==> src/rtl/wash_pkg.sv <==
// Shared definitions for the washing-machine control panel: machine phase
// codes, default phase durations, panel state encoding and program totals.
package wash_pkg;

  // Washing_Machine current_state codes
  localparam logic [2:0] PH_IDLE        = 3'd0;
  localparam logic [2:0] PH_FILL_WATER  = 3'd1;
  localparam logic [2:0] PH_WASH        = 3'd2;
  localparam logic [2:0] PH_RINSE       = 3'd3;
  localparam logic [2:0] PH_SPIN        = 3'd4;
  localparam logic [2:0] PH_DRY         = 3'd5;
  localparam logic [2:0] PH_STEAM_CLEAN = 3'd6;

  // Default phase durations in seconds (one clock = one second)
  localparam int T_FILL_DEF  = 10;
  localparam int T_WASH_DEF  = 50;
  localparam int T_RINSE_DEF = 50;
  localparam int T_SPIN_DEF  = 20;
  localparam int T_DRY_DEF   = 60;
  localparam int T_STEAM_DEF = 60;

  typedef enum logic [1:0] {
    P_IDLE,
    P_ARMED,
    P_RUNNING,
    P_FINISHED
  } panel_state_t;

  // Normal program: one pass through every phase ending in a dry
  function automatic int normal_total(input int fill, input int wash, input int rinse,
                                      input int spin, input int dry);
    return fill + wash + rinse + spin + dry;
  endfunction

  // Double program repeats the wash and rinse phases
  function automatic int double_total(input int fill, input int wash, input int rinse,
                                      input int spin, input int dry);
    return fill + 2 * (wash + rinse) + spin + dry;
  endfunction

endpackage

==> src/rtl/btn_sync_debounce.sv <==
// Button front end: two-flop synchronizer, stability counter, and a
// one-cycle press pulse on the accepted rising edge.
module btn_sync_debounce #(
  parameter int DEBOUNCE_CYCLES = 2
) (
  input  logic clk,
  input  logic rst_n,
  input  logic btn,
  output logic press
);

  localparam int CW = $clog2(DEBOUNCE_CYCLES + 1);
  localparam logic [CW-1:0] CNT_LAST = CW'(DEBOUNCE_CYCLES - 1);

  logic          meta;
  logic          sync;
  logic          level;
  logic [CW-1:0] cnt;

  // Bring the raw asynchronous button into the clock domain
  always_ff @(posedge clk or negedge rst_n) begin
    if (!rst_n) begin
      meta <= 1'b0;
      sync <= 1'b0;
    end else begin
      meta <= btn;
      sync <= meta;
    end
  end

  // Count consecutive samples that disagree with the accepted level; flip
  // the level once enough agree, pulsing press only when it flips to 1
  always_ff @(posedge clk or negedge rst_n) begin
    if (!rst_n) begin
      level <= 1'b0;
      press <= 1'b0;
      cnt   <= '0;
    end else begin
      press <= 1'b0;
      if (sync == level) begin
        cnt <= '0;
      end else if (cnt == CNT_LAST) begin
        level <= sync;
        press <= sync;
        cnt   <= '0;
      end else begin
        cnt <= cnt + 1'b1;
      end
    end
  end

endmodule

==> src/rtl/wash_control_panel.sv <==
// Panel front end for Washing_Machine: debounced buttons, program latch,
// start handshake with arm timeout, pause toggle, countdown and buzzer.
module wash_control_panel
  import wash_pkg::*;
#(
  parameter int DEBOUNCE_CYCLES = 2,
  parameter int ARM_TIMEOUT     = 4,
  parameter int BUZZ_CYCLES     = 5,
  parameter int T_FILL          = T_FILL_DEF,
  parameter int T_WASH          = T_WASH_DEF,
  parameter int T_RINSE         = T_RINSE_DEF,
  parameter int T_SPIN          = T_SPIN_DEF,
  parameter int T_DRY           = T_DRY_DEF,
  parameter int T_STEAM         = T_STEAM_DEF
) (
  input  logic       clk,
  input  logic       rst_n,
  input  logic       btn_start,
  input  logic       btn_pause,
  input  logic       sw_double,
  input  logic       sw_dry,
  input  logic [2:0] phase,
  input  logic       done,
  output logic       start,
  output logic       double_wash,
  output logic       dry_wash,
  output logic       time_pause,
  output logic [8:0] remaining_s,
  output logic       buzzer,
  output logic       fault
);

  localparam logic [8:0] TOTAL_NORMAL = 9'(normal_total(T_FILL, T_WASH, T_RINSE, T_SPIN, T_DRY));
  localparam logic [8:0] TOTAL_DOUBLE = 9'(double_total(T_FILL, T_WASH, T_RINSE, T_SPIN, T_DRY));
  localparam logic [8:0] TOTAL_STEAM  = 9'(T_STEAM);
  localparam logic [7:0] ARM_LAST     = 8'(ARM_TIMEOUT - 1);
  localparam logic [7:0] BUZZ_LAST    = 8'(BUZZ_CYCLES - 1);

  panel_state_t state;
  logic         start_press;
  logic         pause_press;
  logic [7:0]   arm_cnt;
  logic [7:0]   buzz_cnt;

  btn_sync_debounce #(.DEBOUNCE_CYCLES(DEBOUNCE_CYCLES)) u_start_btn (
    .clk   (clk),
    .rst_n (rst_n),
    .btn   (btn_start),
    .press (start_press)
  );

  btn_sync_debounce #(.DEBOUNCE_CYCLES(DEBOUNCE_CYCLES)) u_pause_btn (
    .clk   (clk),
    .rst_n (rst_n),
    .btn   (btn_pause),
    .press (pause_press)
  );

  // Panel FSM; every output is a register so nothing glitches out of reset
  always_ff @(posedge clk or negedge rst_n) begin
    if (!rst_n) begin
      state       <= P_IDLE;
      start       <= 1'b0;
      double_wash <= 1'b0;
      dry_wash    <= 1'b0;
      time_pause  <= 1'b0;
      remaining_s <= '0;
      buzzer      <= 1'b0;
      fault       <= 1'b0;
      arm_cnt     <= '0;
      buzz_cnt    <= '0;
    end else begin
      case (state)
        P_IDLE: begin
          if (start_press) begin
            double_wash <= sw_double;
            dry_wash    <= sw_dry;
            start       <= 1'b1;
            fault       <= 1'b0;
            arm_cnt     <= '0;
            state       <= P_ARMED;
          end
        end
        P_ARMED: begin
          // Machine leaving IDLE is the acknowledge; steam program wins
          if (phase != PH_IDLE) begin
            start       <= 1'b0;
            remaining_s <= dry_wash    ? TOTAL_STEAM  :
                           double_wash ? TOTAL_DOUBLE : TOTAL_NORMAL;
            state       <= P_RUNNING;
          end else if (arm_cnt == ARM_LAST) begin
            start       <= 1'b0;
            fault       <= 1'b1;
            double_wash <= 1'b0;
            dry_wash    <= 1'b0;
            state       <= P_IDLE;
          end else begin
            arm_cnt <= arm_cnt + 1'b1;
          end
        end
        P_RUNNING: begin
          // Completion beats a same-cycle pause press
          if (done || phase == PH_IDLE) begin
            time_pause  <= 1'b0;
            remaining_s <= '0;
            buzzer      <= 1'b1;
            buzz_cnt    <= '0;
            double_wash <= 1'b0;
            dry_wash    <= 1'b0;
            state       <= P_FINISHED;
          end else begin
            if (pause_press) time_pause <= ~time_pause;
            if (!time_pause && remaining_s != '0) remaining_s <= remaining_s - 1'b1;
          end
        end
        P_FINISHED: begin
          if (start_press) begin
            double_wash <= sw_double;
            dry_wash    <= sw_dry;
            start       <= 1'b1;
            fault       <= 1'b0;
            buzzer      <= 1'b0;
            arm_cnt     <= '0;
            state       <= P_ARMED;
          end else if (buzz_cnt == BUZZ_LAST) begin
            buzzer <= 1'b0;
            state  <= P_IDLE;
          end else begin
            buzz_cnt <= buzz_cnt + 1'b1;
          end
        end
        default: state <= P_IDLE;
      endcase
    end
  end

endmodule

==> config.mk <==
export PLATFORM = sky130hd
export DESIGN_NAME = wash_control_panel
export DESIGN_NICKNAME = d
export VERILOG_FILES = /design/src/rtl/wash_pkg.sv /design/src/rtl/btn_sync_debounce.sv /design/src/rtl/wash_control_panel.sv
export SDC_FILE = /design/constraint.sdc
export NUM_CORES = 1
export LEC_CHECK = 0
export BUFFER_PORTS_ARGS = -buffer_cell sky130_fd_sc_hd__buf_2
export CORE_MARGIN = 4
export CORE_UTILIZATION = 40
export DETAILED_ROUTE_END_ITERATION = 12
export REMOVE_ABC_BUFFERS = 1
export SYNTH_ARGS = -nofsm -noshare
export SYNTH_HDL_FRONTEND = slang
export SYNTH_SLANG_ARGS = --single-unit
==> constraint.sdc <==
create_clock -name clk -period 4.06 [get_ports clk]
set_clock_uncertainty 0.1 [all_clocks]
set_input_delay 0.203 -clock clk [delete_from_list [all_inputs] [get_ports clk]]
set_output_delay 0.203 -clock clk [all_outputs]
set_load 0.005 [all_outputs]
==> Word-level counts from Yosys, hierarchy flattened <==
Cells that the tools add are included.
{ "word_totals": {"regBits": 45, "output_inout_bits": 15, "wordCells": 121} }
{ "op_classes": {"addsub": 5, "eq_ne": 21, "muxes": 49, "bitwise": 3, "reduce_logical": 23} }
{ "op_table": {"columns": ["cell", "n"], "rows": [
  ["8-bit two-way mux", 6],
  ["9-bit two-way mux", 5],
  ["8-bit one-hot mux with 2 select lines", 2],
  ["2-bit two-way mux", 10],
  ["4-bit AND reduction", 5],
  ["1-bit two-way mux", 19],
  ["9-bit one-hot mux with 2 select lines", 1],
  ["8-bit by 1-bit adder with 8-bit output (second input constant)", 2],
  ["2-bit inequality test (second input constant)", 7],
  ["3-bit AND reduction", 3],
  ["9-bit nonzero test", 1],
  ["9-bit by 1-bit subtractor with 9-bit output (second input constant)", 1],
  ["8-bit by 2-bit == test with 1-bit output (second input constant)", 1],
  ["8-bit by 3-bit == test with 1-bit output (second input constant)", 1],
  ["2-bit one-hot mux with 4 select lines", 1],
  ["2-bit nonzero test", 4],
  ["2-bit by 1-bit == test with 1-bit output (second input constant)", 3],
  ["3-bit inequality test (second input constant)", 2],
  ["1-bit one-hot mux with 2 select lines", 3],
  ["1-bit one-hot mux with 3 select lines", 2],
  ["2-bit AND reduction", 3],
  ["2-bit by 1-bit adder with 2-bit output (second input constant)", 2],
  ["2-bit == test (second input constant)", 2],
  ["2-bit by 1-bit inequality test with 1-bit output (second input constant)", 2],
  ["other kinds (10)", 13]
]} }

==> Logic depth before layout (Yosys ltp) <==
{ "logic_depth": {"word_depth": 5, "ltp_mapped": 8} }

==> By module <==
A second synthesis with hierarchy kept.
{ "unflattened": {"hier_cells": 253, "hier_area_um2": 2472.4} }
{ "by_module_without_submodules": {"columns": ["module", "instances", "cells_each", "area_each_um2"], "rows": [
  ["wash_control_panel", 1, 229, 2054.5],
  ["btn_sync_debounce", 2, 12, 209.0]
]} }

==> Least setup slack after synthesis <==
OpenSTA, ideal clock, no wires.
{ "synth_timing": {"path_type": "register to register", "startpoint": "reg with a tool-made name", "endpoint": "reg remaining_s[2]", "setup_ns": 0.123, "arrival_ns": 1.815, "t_required_ns": 3.837, "setup_slack_ns": 2.022, "stages_incl_launch_ff": 8, "n_path_buf": 0, "synth_period_minus_slack_ns": 2.038, "path_cell_list": "dfrtp_1 > inv_1 > ha_1 > or4b_1 > o21ai_2 > o21bai_1 > nor2b_1 > a21oi_1"} }
{ "synth_rtl": {"columns": ["item", "line", "source"], "rows": [
  ["end signal, assigned", "wash_control_panel.sv:88", "remaining_s <= dry_wash ? TOTAL_STEAM :"],
  ["end signal, assigned", "wash_control_panel.sv:113", "if (!time_pause && remaining_s != '0) remaining_s <= remaining_s - 1'b1;"],
  ["end, declared", "wash_control_panel.sv:28", "output logic [8:0] remaining_s,"]
]} }

==> Final worst setup path <==
{ "layout_timing": {"startpoint": "reg state[0]", "endpoint": "reg arm_cnt[3]"} }
{ "layout_between": {"elab_chain_cells": 4, "word_cells_on_any_way": 10, "cone_classes": "eq/ne (5); mux (1); reduce/logical (4)"} }
{ "layout_lines": {"columns": ["item", "line", "source"], "rows": [
  ["start, declared", "wash_control_panel.sv:39", "panel_state_t state;"],
  ["start signal, assigned", "wash_control_panel.sv:62", "state <= P_IDLE;"],
  ["start signal, assigned", "wash_control_panel.sv:81", "state <= P_ARMED;"],
  ["start signal, assigned", "wash_control_panel.sv:90", "state <= P_RUNNING;"],
  ["2-bit == test / 2-bit logical NOT (equally long branches)", "wash_control_panel.sv:73", "case (state)"],
  ["2-bit OR reduction (no line)", null, null],
  ["2-bit by 1-bit inequality test with 1-bit output (no line) / 2-bit nonzero test (equally long branches)", null, null],
  ["4-bit AND reduction (no line)", null, null],
  ["end signal, assigned", "wash_control_panel.sv:98", "arm_cnt <= arm_cnt + 1'b1;"],
  ["end, declared", "wash_control_panel.sv:42", "logic [7:0] arm_cnt;"]
]} }
Parallel ways exist; a longest one is shown, timed or not.
A chain may end at the register's enable or synchronous reset.

==> flow_summary.yaml <==
drt:
  firstDrtPassIters: 4
  ant_nets: 0
  wl_per_cell_um: 14.50
  met3WireLength_um: 142
  via_per_inst: 5.470
  drc_errors: 0
  wl_met2_um: 2180
  m1WireLength_um: 2635
  top_layer: "met4"
  dr_total_vias: 1898
  first_iter_violations: 80
  finalWirelength_um: 5030
sta:
  final_hold_viol_count: 45
  setup_violations: 0
  rsz0062_at_grt: "no"
  max_freq_mhz: 411.9
  final_max_slew_viol_count: 0
  fin_crit_sh_pct: 59.80
  worst_slack_ps: 1632
  finalCriticalPeriod_ps: 2428
  worst_pin_slew_ps: 1018
  fin_hold_ws_ps: -28.39
  final.setup.tns_ps: 0
  slew_headroom_pct: 32.15
layout:
  area_growth_pct: 12.22
  fill_cells: 532
  multi_input_area_um2: 1170
  drive_above_1_share_pct: 15.27
  n_antenna_cell: 0
  finalNetCount: 293
  seq_area_um2: 1126
yosys:
  yosys.cell_count.top_type: "dfrtp_1"
  synth_ff_type: "dfrtp_1"
  syn-instance-count: 246
  ys_top_cells_by_area: "dfrtp_1 47%, ha_1 4.7%, nand2_1 4.3%, a21oi_1 4.0%, o21ai_0 3.6%"
  async_flop_share_pct: 100.0
  synth_area_um2: 2376
  synth.largest_area_cell: "dfrtp_1"
  synth_edf_count: 0
  avgSynthCellArea_um2: 9.659
  yosysWarnings: 0
  yosys.cell_types.count: 53
  synth_top_area_share_pct: 47.39
  ys_ff_latch: 45
  ys_seq_area_share_pct: 47.39
  synth_commonest_cells: "45 x dfrtp_1, 27 x nand2_1, 19 x a21oi_1"
critical_path:
  crit_type: "reg -> reg"
  required_ps: 4200
  critPathMaxFanout: 14
  end_kind: "register"
  r2r_end: "arm_cnt[3]"
  r2r_slack_ps: 1630
  cp-start-kind: "register"
  r2r_start: "state[0]"
  critPathArrivalTime_ps: 2560
  worstRegToRegCells: 7
floorplanning:
  initial_core_util_pct: 42.12
  rows: 27
  dieArea_um2: 7237
  die_h_um: 85.07
  core_area_um2: 5642
  die_width_um: 85.07
  io_pins: 25
clocking:
  cts.sinks: 45
  numCtsBuffers: 5
  cts_buffer_depth: 2
  path_clk_slew_ps: 90
  cts-resized-gates: 0
  cts_tree: "done"
  clock_latency_ps: 300
  htreeDepth: 2
  cts_root_buffer: "clkbuf_8"
grt:
  grt_pass1_vias: 1784
  grt_pass1_wl_um: 8700
  antenna_found_initial: 0
  grt_overflow_total: 0
  grt_max_degree: 46
  grt_usage_pct: 14.87
power_and_ir_drop:
  p_seq_share_pct: 39.8
  p_comb_share_pct: 45.8
  pwr-share-clk_pct: 14.4
  power_density_nw_per_um2: 735.9
  internal_power_mw: 1.105
  power.total_mw: 1.962
  peakVddDrop_mv: 0.3129
  switchingPower_mw: 0.8573
  p_sw_share_pct: 43.70
  power.leakage_nw: 1.154
place:
  io_buffers: 24
  dp_hpwl_um: 3570
  dp_slack_ps: 1659
  place_congestion: 0.8028
worst_hold_path:
  hold_class: "in -> async"
job:
  drv_cap: 0
status:
  outcome: "finished, violations left"
  violations: "negative hold slack"
-- per-layer routing --
| layer | vias up | global-route usage (%) |
|---|---|---|
| li1 | 956 | - |
| met1 | 909 | 22.13 |
| met2 | 26 | 21.82 |
| met3 | 7 | 2.913 |
| met4 | 0 | 4.317 |
| met5 | - | 0 |
-- critical path, cell delays in order, from the launching register on --
cell     delay (ps)
dfrtp_1         440
inv_1           110
ha_1            560
nor2_1          120
a21oi_1         120
o21ai_1         270
or4_1           550
nand3_1         100
-- cell type report --
class / instances / area share, %
inverter: 14 / 1.971
clock inverter: 2 / 0.5631
multi-input combinational: 182 / 43.88
tap: 72 / 3.379
sequential: 45 / 42.23
timing repair buffer: 26 / 5.256
clock buffer: 6 / 2.722
-- worst max path at each step --
stage / from / to / cells after the start
2_1_floorplan: state[0] / arm_cnt[3] / 7
3_3_place_gp: register / remaining_s[2] / 7
3_5_place_dp: state[0] / arm_cnt[3] / 7
4_1_cts: state[0] / arm_cnt[3] / 7
5_1_grt: state[0] / arm_cnt[3] / 7
6_report: state[0] / arm_cnt[3] / 7
-- repair_timing --
action	CTS	global route
setup buffers	0	0
hold buffers	2	0
endpoints found under the hold margin	2	0
-- power by group through the flow --
stage	logic, mW	registers, mW	clock network (mW)
after floorplan	0.664	0.752	0
after global placement	0.892	0.785	0
after detailed placement	0.901	0.788	0
after CTS	0.903	0.780	0.293
after global routing	1.03	0.813	0.312
final	0.898	0.781	0.283
-- state kept, by name, summed over array words and instances, names as in the netlist, 2 cells and up, named ones only --
signal           flops
arm_cnt              8
u_pause_btn.cnt      2
u_start_btn.cnt      2
remaining_s          9
buzz_cnt             8
-- logic make-up after synthesis --
| group | synth area share (%) |
|---|---|
| simple gates | 23.38 |
| fa+ha+maj | 4.739 |
| flops | 47.39 |
| buf+inv | 3.370 |
| mux | 1.790 |
| compound gates | 18.22 |
| xor+xnor | 1.106 |
-- metrics by stage --
stage | instances | hold WS [ps] | instance area, µm² | util, %
detailed placement | 337 | 212.9 | 2559 | 45.35
global route | 347 | 31.54 | 2666 | 47.26
floorplan | 241 | -192.6 | 2349 | -
finish | 347 | -28.39 | 2666 | 47.26
global placement | 337 | 212.0 | 2559 | 45.35
CTS | 347 | 8.988 | 2666 | 47.26
-- cells in the final DEF, fill, tap and decap left out, types with 4 or more instances in the layout --
cell | Yosys | layout
or4_1 | 7 | 7
nand3_1 | 11 | 11
nor2b_1 | 4 | 4
nand2_1 | 27 | 27
clkbuf_8 | 0 | 5
o21ai_0 | 17 | 17
buf_2 | 1 | 24
dfrtp_1 | 45 | 45
inv_1 | 14 | 14
nor3_1 | 6 | 6
or3_1 | 6 | 6
nor2_1 | 11 | 11
ha_1 | 9 | 9
a21oi_1 | 19 | 19
o22ai_1 | 4 | 4
(Power assumes the default switching activity.)
